--- config.mk ---
export PLATFORM = sky130hd
export DESIGN_NAME = stack_engine_flat
export DESIGN_NICKNAME = d
export VERILOG_FILES = /design/src/rtl/stack_engine_if.sv /design/src/rtl/stack_engine.sv /design/src/flat_wrapper.sv
export SDC_FILE = /design/constraint.sdc
export NUM_CORES = 1
export LEC_CHECK = 0
export CAP_MARGIN = 0
export CELL_PAD_IN_SITES_DETAIL_PLACEMENT = 1
export CELL_PAD_IN_SITES_GLOBAL_PLACEMENT = 2
export CORE_MARGIN = 4
export CORE_UTILIZATION = 28
export CTS_CLUSTER_DIAMETER = 200
export DETAILED_ROUTE_END_ITERATION = 10
export PLACE_DENSITY_LB_ADDON = 0.1
export SLEW_MARGIN = 20
export SYNTH_ARGS = -nofsm -noshare
export SYNTH_HDL_FRONTEND = slang
export SYNTH_SLANG_ARGS = --single-unit
--- constraint.sdc ---
create_clock -name clk -period 2.82 [get_ports clk]
set_clock_uncertainty 0.1 [all_clocks]
set_input_delay 0.282 -clock clk [delete_from_list [all_inputs] [get_ports clk]]
set_output_delay 0.282 -clock clk [all_outputs]
set_load 0.02 [all_outputs]
--- src/rtl/stack_engine_if.sv ---
// Op-side and memory-side signal bundle for stack_engine.
// slave = the engine, master = control unit / memory arbiter side.
interface stack_engine_if #(
  parameter int DATA_W = 16,
  parameter int ADDR_W = 16,
  parameter int CNT_W  = 7
);
  logic              op_valid;
  logic              op_ready;
  logic [1:0]        op;
  logic [DATA_W-1:0] wdata;
  logic              done;
  logic              err;
  logic [DATA_W-1:0] rdata;
  logic              mem_req;
  logic              mem_we;
  logic [ADDR_W-1:0] mem_addr;
  logic [DATA_W-1:0] mem_wdata;
  logic              mem_ack;
  logic [DATA_W-1:0] mem_rdata;
  logic [ADDR_W-1:0] sp;
  logic [CNT_W-1:0]  count;
  logic              empty;
  logic              full;
  logic              fault_ovf;
  logic              fault_unf;
  logic              fault_clr;

  modport slave (
    input  op_valid, op, wdata, mem_ack, mem_rdata, fault_clr,
    output op_ready, done, err, rdata, mem_req, mem_we, mem_addr, mem_wdata,
           sp, count, empty, full, fault_ovf, fault_unf
  );

  modport master (
    output op_valid, op, wdata, mem_ack, mem_rdata, fault_clr,
    input  op_ready, done, err, rdata, mem_req, mem_we, mem_addr, mem_wdata,
           sp, count, empty, full, fault_ovf, fault_unf
  );
endinterface

--- src/rtl/stack_engine.sv ---
// Full-descending hardware stack controller: owns SP and entry count and
// sequences push/pop/peek/clear against a req/ack data-memory port.
module stack_engine #(
  parameter int                DATA_W      = 16,
  parameter int                ADDR_W      = 16,
  parameter logic [ADDR_W-1:0] STACK_TOP   = 16'h0400,
  parameter int                STACK_DEPTH = 64,
  parameter int                CNT_W       = $clog2(STACK_DEPTH + 1)
) (
  input  logic          clk,
  input  logic          rst,
  stack_engine_if.slave bus
);

  if (STACK_DEPTH < 1 || $unsigned(STACK_DEPTH) > 32'(STACK_TOP)) begin : g_param_check
    $error("stack_engine: STACK_DEPTH must be in 1..STACK_TOP");
  end

  localparam logic [1:0] OP_PUSH  = 2'b00;
  localparam logic [1:0] OP_POP   = 2'b01;
  localparam logic [1:0] OP_PEEK  = 2'b10;
  localparam logic [1:0] OP_CLEAR = 2'b11;

  typedef enum logic [1:0] {IDLE, WAIT_WR, WAIT_RD} state_t;

  state_t            state_q, state_d;
  logic [ADDR_W-1:0] sp_q, sp_d;
  logic [CNT_W-1:0]  count_q, count_d;
  logic              mem_req_q, mem_req_d;
  logic              mem_we_q, mem_we_d;
  logic [ADDR_W-1:0] mem_addr_q, mem_addr_d;
  logic [DATA_W-1:0] mem_wdata_q, mem_wdata_d;
  logic              done_q, done_d;
  logic              err_q, err_d;
  logic [DATA_W-1:0] rdata_q, rdata_d;
  logic              fault_ovf_q, fault_ovf_d;
  logic              fault_unf_q, fault_unf_d;
  logic              pop_q, pop_d;
  logic              set_ovf, set_unf;
  logic              is_empty, is_full;

  assign is_empty = (count_q == '0);
  assign is_full  = (count_q == CNT_W'(STACK_DEPTH));

  always_comb begin
    state_d     = state_q;
    sp_d        = sp_q;
    count_d     = count_q;
    mem_req_d   = mem_req_q;
    mem_we_d    = mem_we_q;
    mem_addr_d  = mem_addr_q;
    mem_wdata_d = mem_wdata_q;
    rdata_d     = rdata_q;
    pop_d       = pop_q;
    done_d      = 1'b0;
    err_d       = 1'b0;
    set_ovf     = 1'b0;
    set_unf     = 1'b0;

    case (state_q)
      IDLE: begin
        if (bus.op_valid) begin
          case (bus.op)
            OP_PUSH: begin
              if (is_full) begin
                done_d  = 1'b1;
                err_d   = 1'b1;
                set_ovf = 1'b1;
              end else begin
                state_d     = WAIT_WR;
                mem_req_d   = 1'b1;
                mem_we_d    = 1'b1;
                mem_addr_d  = sp_q - ADDR_W'(1);
                mem_wdata_d = bus.wdata;
              end
            end
            OP_POP, OP_PEEK: begin
              if (is_empty) begin
                done_d  = 1'b1;
                err_d   = 1'b1;
                set_unf = 1'b1;
              end else begin
                state_d    = WAIT_RD;
                mem_req_d  = 1'b1;
                mem_we_d   = 1'b0;
                mem_addr_d = sp_q;
                pop_d      = (bus.op == OP_POP);
              end
            end
            default: begin
              sp_d    = STACK_TOP;
              count_d = '0;
              done_d  = 1'b1;
            end
          endcase
        end
      end
      WAIT_WR: begin
        if (bus.mem_ack) begin
          state_d   = IDLE;
          mem_req_d = 1'b0;
          sp_d      = sp_q - ADDR_W'(1);
          count_d   = count_q + CNT_W'(1);
          done_d    = 1'b1;
        end
      end
      WAIT_RD: begin
        if (bus.mem_ack) begin
          state_d   = IDLE;
          mem_req_d = 1'b0;
          rdata_d   = bus.mem_rdata;
          done_d    = 1'b1;
          if (pop_q) begin
            sp_d    = sp_q + ADDR_W'(1);
            count_d = count_q - CNT_W'(1);
          end
        end
      end
      default: state_d = IDLE;
    endcase

    // A new fault in this cycle blocks the clear so it cannot be lost.
    fault_ovf_d = fault_ovf_q;
    fault_unf_d = fault_unf_q;
    if (set_ovf || set_unf) begin
      fault_ovf_d = fault_ovf_q | set_ovf;
      fault_unf_d = fault_unf_q | set_unf;
    end else if (bus.fault_clr) begin
      fault_ovf_d = 1'b0;
      fault_unf_d = 1'b0;
    end
  end

  always_ff @(posedge clk) begin
    if (!rst) begin
      state_q     <= IDLE;
      sp_q        <= STACK_TOP;
      count_q     <= '0;
      mem_req_q   <= 1'b0;
      mem_we_q    <= 1'b0;
      mem_addr_q  <= '0;
      mem_wdata_q <= '0;
      done_q      <= 1'b0;
      err_q       <= 1'b0;
      rdata_q     <= '0;
      fault_ovf_q <= 1'b0;
      fault_unf_q <= 1'b0;
      pop_q       <= 1'b0;
    end else begin
      state_q     <= state_d;
      sp_q        <= sp_d;
      count_q     <= count_d;
      mem_req_q   <= mem_req_d;
      mem_we_q    <= mem_we_d;
      mem_addr_q  <= mem_addr_d;
      mem_wdata_q <= mem_wdata_d;
      done_q      <= done_d;
      err_q       <= err_d;
      rdata_q     <= rdata_d;
      fault_ovf_q <= fault_ovf_d;
      fault_unf_q <= fault_unf_d;
      pop_q       <= pop_d;
    end
  end

  assign bus.op_ready  = (state_q == IDLE);
  assign bus.done      = done_q;
  assign bus.err       = err_q;
  assign bus.rdata     = rdata_q;
  assign bus.mem_req   = mem_req_q;
  assign bus.mem_we    = mem_we_q;
  assign bus.mem_addr  = mem_addr_q;
  assign bus.mem_wdata = mem_wdata_q;
  assign bus.sp        = sp_q;
  assign bus.count     = count_q;
  assign bus.empty     = is_empty;
  assign bus.full      = is_full;
  assign bus.fault_ovf = fault_ovf_q;
  assign bus.fault_unf = fault_unf_q;

endmodule

--- src/flat_wrapper.sv ---
// flat-port wrapper written by rule: the top's interface ports become plain ports
module stack_engine_flat 
#(
  parameter int                DATA_W      = 16,
  parameter int                ADDR_W      = 16,
  parameter logic [ADDR_W-1:0] STACK_TOP   = 16'h0400,
  parameter int                STACK_DEPTH = 64,
  parameter int                CNT_W       = $clog2(STACK_DEPTH + 1)
)
  (clk, rst, bus_op_valid, bus_op, bus_wdata, bus_mem_ack, bus_mem_rdata, bus_fault_clr, bus_op_ready, bus_done, bus_err, bus_rdata, bus_mem_req, bus_mem_we, bus_mem_addr, bus_mem_wdata, bus_sp, bus_count, bus_empty, bus_full, bus_fault_ovf, bus_fault_unf);
  stack_engine_if #(.DATA_W(DATA_W), .ADDR_W(ADDR_W), .CNT_W(CNT_W)) bus_i ();
  input  logic clk;
  input  logic rst;
  input wire logic [$bits(bus_i.op_valid)-1:0] bus_op_valid;
  input wire logic [$bits(bus_i.op)-1:0] bus_op;
  input wire logic [$bits(bus_i.wdata)-1:0] bus_wdata;
  input wire logic [$bits(bus_i.mem_ack)-1:0] bus_mem_ack;
  input wire logic [$bits(bus_i.mem_rdata)-1:0] bus_mem_rdata;
  input wire logic [$bits(bus_i.fault_clr)-1:0] bus_fault_clr;
  output wire logic [$bits(bus_i.op_ready)-1:0] bus_op_ready;
  output wire logic [$bits(bus_i.done)-1:0] bus_done;
  output wire logic [$bits(bus_i.err)-1:0] bus_err;
  output wire logic [$bits(bus_i.rdata)-1:0] bus_rdata;
  output wire logic [$bits(bus_i.mem_req)-1:0] bus_mem_req;
  output wire logic [$bits(bus_i.mem_we)-1:0] bus_mem_we;
  output wire logic [$bits(bus_i.mem_addr)-1:0] bus_mem_addr;
  output wire logic [$bits(bus_i.mem_wdata)-1:0] bus_mem_wdata;
  output wire logic [$bits(bus_i.sp)-1:0] bus_sp;
  output wire logic [$bits(bus_i.count)-1:0] bus_count;
  output wire logic [$bits(bus_i.empty)-1:0] bus_empty;
  output wire logic [$bits(bus_i.full)-1:0] bus_full;
  output wire logic [$bits(bus_i.fault_ovf)-1:0] bus_fault_ovf;
  output wire logic [$bits(bus_i.fault_unf)-1:0] bus_fault_unf;
  assign bus_i.op_valid = bus_op_valid;
  assign bus_i.op = bus_op;
  assign bus_i.wdata = bus_wdata;
  assign bus_i.mem_ack = bus_mem_ack;
  assign bus_i.mem_rdata = bus_mem_rdata;
  assign bus_i.fault_clr = bus_fault_clr;
  assign bus_op_ready = bus_i.op_ready;
  assign bus_done = bus_i.done;
  assign bus_err = bus_i.err;
  assign bus_rdata = bus_i.rdata;
  assign bus_mem_req = bus_i.mem_req;
  assign bus_mem_we = bus_i.mem_we;
  assign bus_mem_addr = bus_i.mem_addr;
  assign bus_mem_wdata = bus_i.mem_wdata;
  assign bus_sp = bus_i.sp;
  assign bus_count = bus_i.count;
  assign bus_empty = bus_i.empty;
  assign bus_full = bus_i.full;
  assign bus_fault_ovf = bus_i.fault_ovf;
  assign bus_fault_unf = bus_i.fault_unf;
  stack_engine #(.DATA_W(DATA_W), .ADDR_W(ADDR_W), .STACK_TOP(STACK_TOP), .STACK_DEPTH(STACK_DEPTH), .CNT_W(CNT_W)) u_core (.clk(clk), .rst(rst), .bus(bus_i));
endmodule
==> qor.yml <==
grt:
  grt_overflow: 0
  grt_usage_pct: 18.0
  grt_pass1_wl_mm: 25.6
  grt_pass1_vias: 4531
  antenna_found_initial: 0
  grt_max_degree: 37
logic_synthesis:
  syn_nets: 586
  ys.flop_type: "dfxtp_1"
  syn_avg_cell_area_um2: 8.22
  ys_seq_elements: 80
  async_reset_ff_share_pct: 0
  synth-edff-count: 0
  syn_area_um2: 4370
  ys_warn_count: 0
  ys_seq_area_share_pct: 36.6
  yosysUniqueCellTypes: 71
  syn_inst: 532
cts:
  htreeDepth: 3
  cts_sinks: 80
  post_cts_buffers: 0
  clock_latency_ns: 0.34
  cts_tree: "yes"
  cts_hold_buf: 0
  cts_resized: 0
  cts_root_buffer: "clkbuf_16"
  clk_pin_slew_ns: 0.06
  numCtsBuffers: 9
  max-clock-path-buffers: 2
worst_setup_path:
  critPathLaunchType: "flip-flop"
  critPathLaunch: "u_core.bus.count[1]"
  r2r_slack_ns: 0.27
  critical_path_required_ns: 2.44
  worstPathCellList: "or4_4 -> nor2_1 -> and2_1 -> clkdlybuf4s50_1"
  cp_max_fo: 5
  r2r-end: "u_core.bus.sp[15]"
  max_stage_delay_ns: 0.63
  cpMaxStageDelayCell: "clkdlybuf4s50_1"
  crit_path_end_kind: "output pin"
  cp.depth: 4
  arrival_ns: 2.32
  crit_end: "bus_full"
  path_class: "reg2out"
  reg2regPathDepth: 8
  cp_num_buf_inv: 1
  r2r_start: "u_core.state_q[0]"
  cpLargestDelayFamily: "simple AND/OR/NAND/NOR gates"
floorplanning:
  coreArea_um2: 15300
  initial_core_util_pct: 28.6
  dieArea_um2: 17700
  io_pins: 119
  die_y_um: 133
  rows: 45
  die-width_um: 133
power_and_ir_drop:
  p_total_uw: 4350
  p_per_area_nw_per_um2: 695
  peakVddDrop_mv: 0.310
  power_leakage_uw: 0.00223
timing:
  tns_ns: 0
  fmax_mhz: 371
  worst_pin_slew_ns: 0.585
  rsz0062_at_grt: "no"
  setup_viol: 0
  holdWs_ns: 0.353
  slew_viol_final: 0
  hold_viol_final: 0
  finalCriticalPeriod_ns: 2.70
  maxSlewHeadroom_pct: 61.0
  fin_crit_sh_pct: 95.7
drt:
  first_pass_iters: 4
  ant_nets: 0
  drtIter0Drc: 165
  dr_total_vias: 4437
  avgViaCountPerCell: 5.13
  drcViolationCount: 0
  drt_wl_total_mm: 15.8
  detail_route.wl_per_cell_um: 18.3
final_layout:
  layout.nets: 704
  final_cell_mix: "clkdlybuf4s50_1, dfxtp_1, nand2_1"
  layout_commonest_cell: "clkdlybuf4s50_1"
  area_growth_pct: 43.3
  diodes: 0
  drive_gt1_share_pct: 10.7
  fillCellCount: 1794
  utilization_pct: 41.0
place:
  place_hpwl_mm: 11.7
  place_congestion: 0.839
  numPortBuffers: 118
run_status:
  outcome: "completed"
run:
  drv_cap: 0
hold_path:
  min_path_type: "reg2reg"
-- state kept, by name (all words and copies together), names as in the netlist, 2 cells and up --
name                  flops
u_core.bus.mem_wdata     16
u_core.bus.rdata         16
u_core.bus.sp            16
u_core.state_q            2
u_core.bus.mem_addr      16
u_core.bus.count          7
-- per-stage QoR --
step	cell area [µm²]	setup slack [ns]	instances
CTS	6260	0.0332	865
finish	6260	0.122	865
global placement	5910	0.317	850
floorplan	4370	0.458	532
global route	6260	0.00817	865
detailed placement	5910	0.264	850
-- report_power, final --
part / switching [µW] / internal, µW
sequential: 89.4 / 1240
clock: 481 / 886
combinational: 963 / 692
total: 1530 / 2820
-- worst reg2reg max path, cell delays in order (launching register included) --
cell and delay [ns]:
dfxtp_1 0.38, inv_1 0.08, ha_1 0.36, a21boi_1 0.22, or4_1 0.57, buf_12 0.20
nor4_1 0.27, a41oi_1 0.17, o311ai_1 0.11
-- synthesized netlist by cell type (7+ instances only) --
library cell / instances / area [µm²]
dfxtp_1: 80 / 1600
nand2_1: 66 / 248
a211oi_1: 9 / 67.6
inv_1: 13 / 48.8
mux2i_1: 22 / 220
nand4_1: 7 / 43.8
nand3_1: 14 / 70.1
clkbuf_1: 26 / 97.6
o21ai_0: 22 / 110
ha_1: 14 / 175
xnor2_1: 15 / 131
buf_2: 13 / 65.1
nor2_1: 46 / 173
a21oi_1: 45 / 225
nor3_1: 18 / 90.1
-- final cells by class --
cell class	instances	area, µm²	area share [%]
timing repair buffer	150	1460	23.3
inverter	14	52.6	0.839
clock buffer	10	239	3.82
clock inverter	5	104	1.66
multi-input combinational	395	2540	40.6
tap	211	264	4.22
sequential	80	1600	25.6
-- logic make-up after synthesis --
family | Yosys count | synth area share [%]
multiplexers | 24 | 5.64
XOR/XNOR | 19 | 3.81
adder cells (fa/ha/maj) | 15 | 4.47
flip-flops | 80 | 36.6
AND/OR/NAND/NOR | 202 | 23.4
AO/OA/AOI/OAI | 135 | 20.6
buffers and inverters | 57 | 5.44
-- metal layers --
layer  vias up  track usage (%)  part of all wire (%)
met1      2158             25.6                    49
met4         0             5.83                   1.2
met3        15             3.19                   5.2
li1       2156                -                     -
met2       108             27.7                    45
met5         -                0                     0
-- how the worst min path moves through the flow --
| stage | from | end | slack (ns) | depth (start not counted) |
|---|---|---|---|---|
| 2_1_floorplan | bus_mem_rdata[0] | u_core.bus.rdata[0] | 0.32 | 2 |
| 3_3_place_gp | u_core.bus.rdata[3] | u_core.bus.rdata[3] | 0.34 | 2 |
| 3_5_place_dp | u_core.bus.rdata[9] | u_core.bus.rdata[9] | 0.35 | 2 |
| 4_1_cts | u_core.bus.rdata[9] | u_core.bus.rdata[9] | 0.36 | 2 |
| 5_1_grt | u_core.bus.rdata[11] | u_core.bus.rdata[11] | 0.38 | 2 |
| 6_report | u_core.bus.rdata[9] | u_core.bus.rdata[9] | 0.35 | 2 |
(Power assumes the default switching activity.)
==> RTL change (same flow settings) <==
`rdata_q` no longer has a reset.
--- a/src/rtl/stack_engine.sv
+++ b/src/rtl/stack_engine.sv
@@ -142,7 +142,6 @@
       mem_wdata_q <= '0;
       done_q      <= 1'b0;
       err_q       <= 1'b0;
-      rdata_q     <= '0;
       fault_ovf_q <= 1'b0;
       fault_unf_q <= 1'b0;
       pop_q       <= 1'b0;
@@ -156,11 +155,14 @@
       mem_wdata_q <= mem_wdata_d;
       done_q      <= done_d;
       err_q       <= err_d;
-      rdata_q     <= rdata_d;
       fault_ovf_q <= fault_ovf_d;
       fault_unf_q <= fault_unf_d;
       pop_q       <= pop_d;
     end
+  end
+
+  always_ff @(posedge clk) begin
+    rdata_q <= rdata_d;
   end
 
   assign bus.op_ready  = (state_q == IDLE);
Formal check against the unedited RTL: not equivalent (Yosys sat finds a counterexample within 10 cycles, from zero or initial values and one cycle with rst low; the reset may be asserted at any time).
==> RTL change against the original RTL <==
  * Global-route usage shrank 1.5 points
  * Critical endpoint is now bus_empty
  * Worst setup slack gained 0.046 ns
  * Highest routed layer unchanged
  * Count of clock-buffer cells in the layout grew 1
  * Largest cell class unchanged
  * Routed wire length shrank 8.3%
  * Final area shrank 3.2%
  * Sequential cell count is the same
  * Power grew 7.5%
  * Area after synthesis shrank 2.8%
==> RTL change: results (changes against the original RTL) <==
The run finished with clean final reports. The cell count after placement is 765 (-10%). In this run the most critical hold path is launched from u_core.bus.mem_wdata[6]. The number of multi-input logic gates was 339 (-14%).

The global placement routability congestion came out at 0.7999 (-4.7%). The inverter count came out at 16 (+2). The sequential cell area fraction in the yosys report is 0.4148 (+0.04840). The endpoint of the lowest-slack register-to-register path is u_core.bus.count[6]. The net total in the final layout is 646 (-8.2%).

The register fraction of the total cell area is 0.2905 (+0.03480). The maximum VDD drop came out at 0.3392 mV (+9.2%). For hold timing, the worst endpoint is u_core.bus.mem_wdata[6]. The first-pass GRT wire length is 23,250 um (-9.1%). The number of DRC markers after the initial detailed-route iteration came to 263 (+59%). The average vias per placed instance is 5.191 (+1.2%). The synthesis-to-finish area growth is 42.78%.

The setup slack of the worst register-to-register path came to 0.23 ns (-0.04 ns). The portion of the layout cell area used by non-clock buffers is 0.2315 (-0.001435). The transition time of the tightest slew-check pin came out at 0.7462 ns (+0.1614 ns). Sorting the synthesized cells by how often they occur yields 64 x dfxtp_1, 40 x nand2_1, 39 x nor2_1. The final cell count without fillers is 781 (-9.7%). The time the final worst path needs with I/O delays and setup came out at 2.652 ns (-0.04637 ns). The overall global routing resource usage is 0.1653 (-0.01495). The post-synthesis share of cell area spent on xor and xnor gates is 0.04537 (+0.007298).

The largest stage delay on the critical path is 0.60 ns (-0.03 ns). The smallest hold slack is 0.3932 ns (+0.04012 ns). The pin count of the biggest net entering global routing came out at 42 (+14%). The number of search-and-repair iterations in the first detailed-routing pass is 5 (+1). The post-synthesis compound-gate area fraction came out at 0.1827 (-0.02345). The clock network area share is 0.05345 (-0.001299). The fraction of the mapped netlist area in adder cells was 0.04596 (+0.001303). The share of final-layout standard cells stronger than drive strength 1 is 0.1055 (-0.001506).

The static leakage came to 2.137 nW (-4.0%). In this design, the largest share of critical-path delay is due to buffers and inverters. The number of enable flip-flop cells after synthesis came to 16 (+16).
==> RTL change: changes by cell type in the layout (fill, tap and decap cells not counted), moves of 5 or more <==
| cell | delta |
|---|---|
| nand2_1 | -26 |
| a21oi_1 | -20 |
| dfxtp_1 | -16 |
| edfxtp_1 | +16 |
| nor2_1 | -8 |
| a211oi_1 | +5 |
| a41oi_1 | -5 |
==> RTL change: power groups by stage <==
stage                     clock, W  sequential, W  combinational, W
after floorplan                  0        0.00158           0.00104
after global placement           0        0.00143           0.00197
after detailed placement         0        0.00144           0.00199
after CTS                  0.00131        0.00142           0.00200
after global routing       0.00135        0.00143           0.00218
final                      0.00127        0.00141           0.00200
==> RTL change: per-layer routing <==
layer / track usage / vias up / wire, um
met5: 0 / - / 0
met4: 0.05368 / 0 / 161
met3: 0.03517 / 12 / 771
met2: 0.2512 / 129 / 6325
met1: 0.2347 / 1939 / 7266
li1: - / 1974 / -
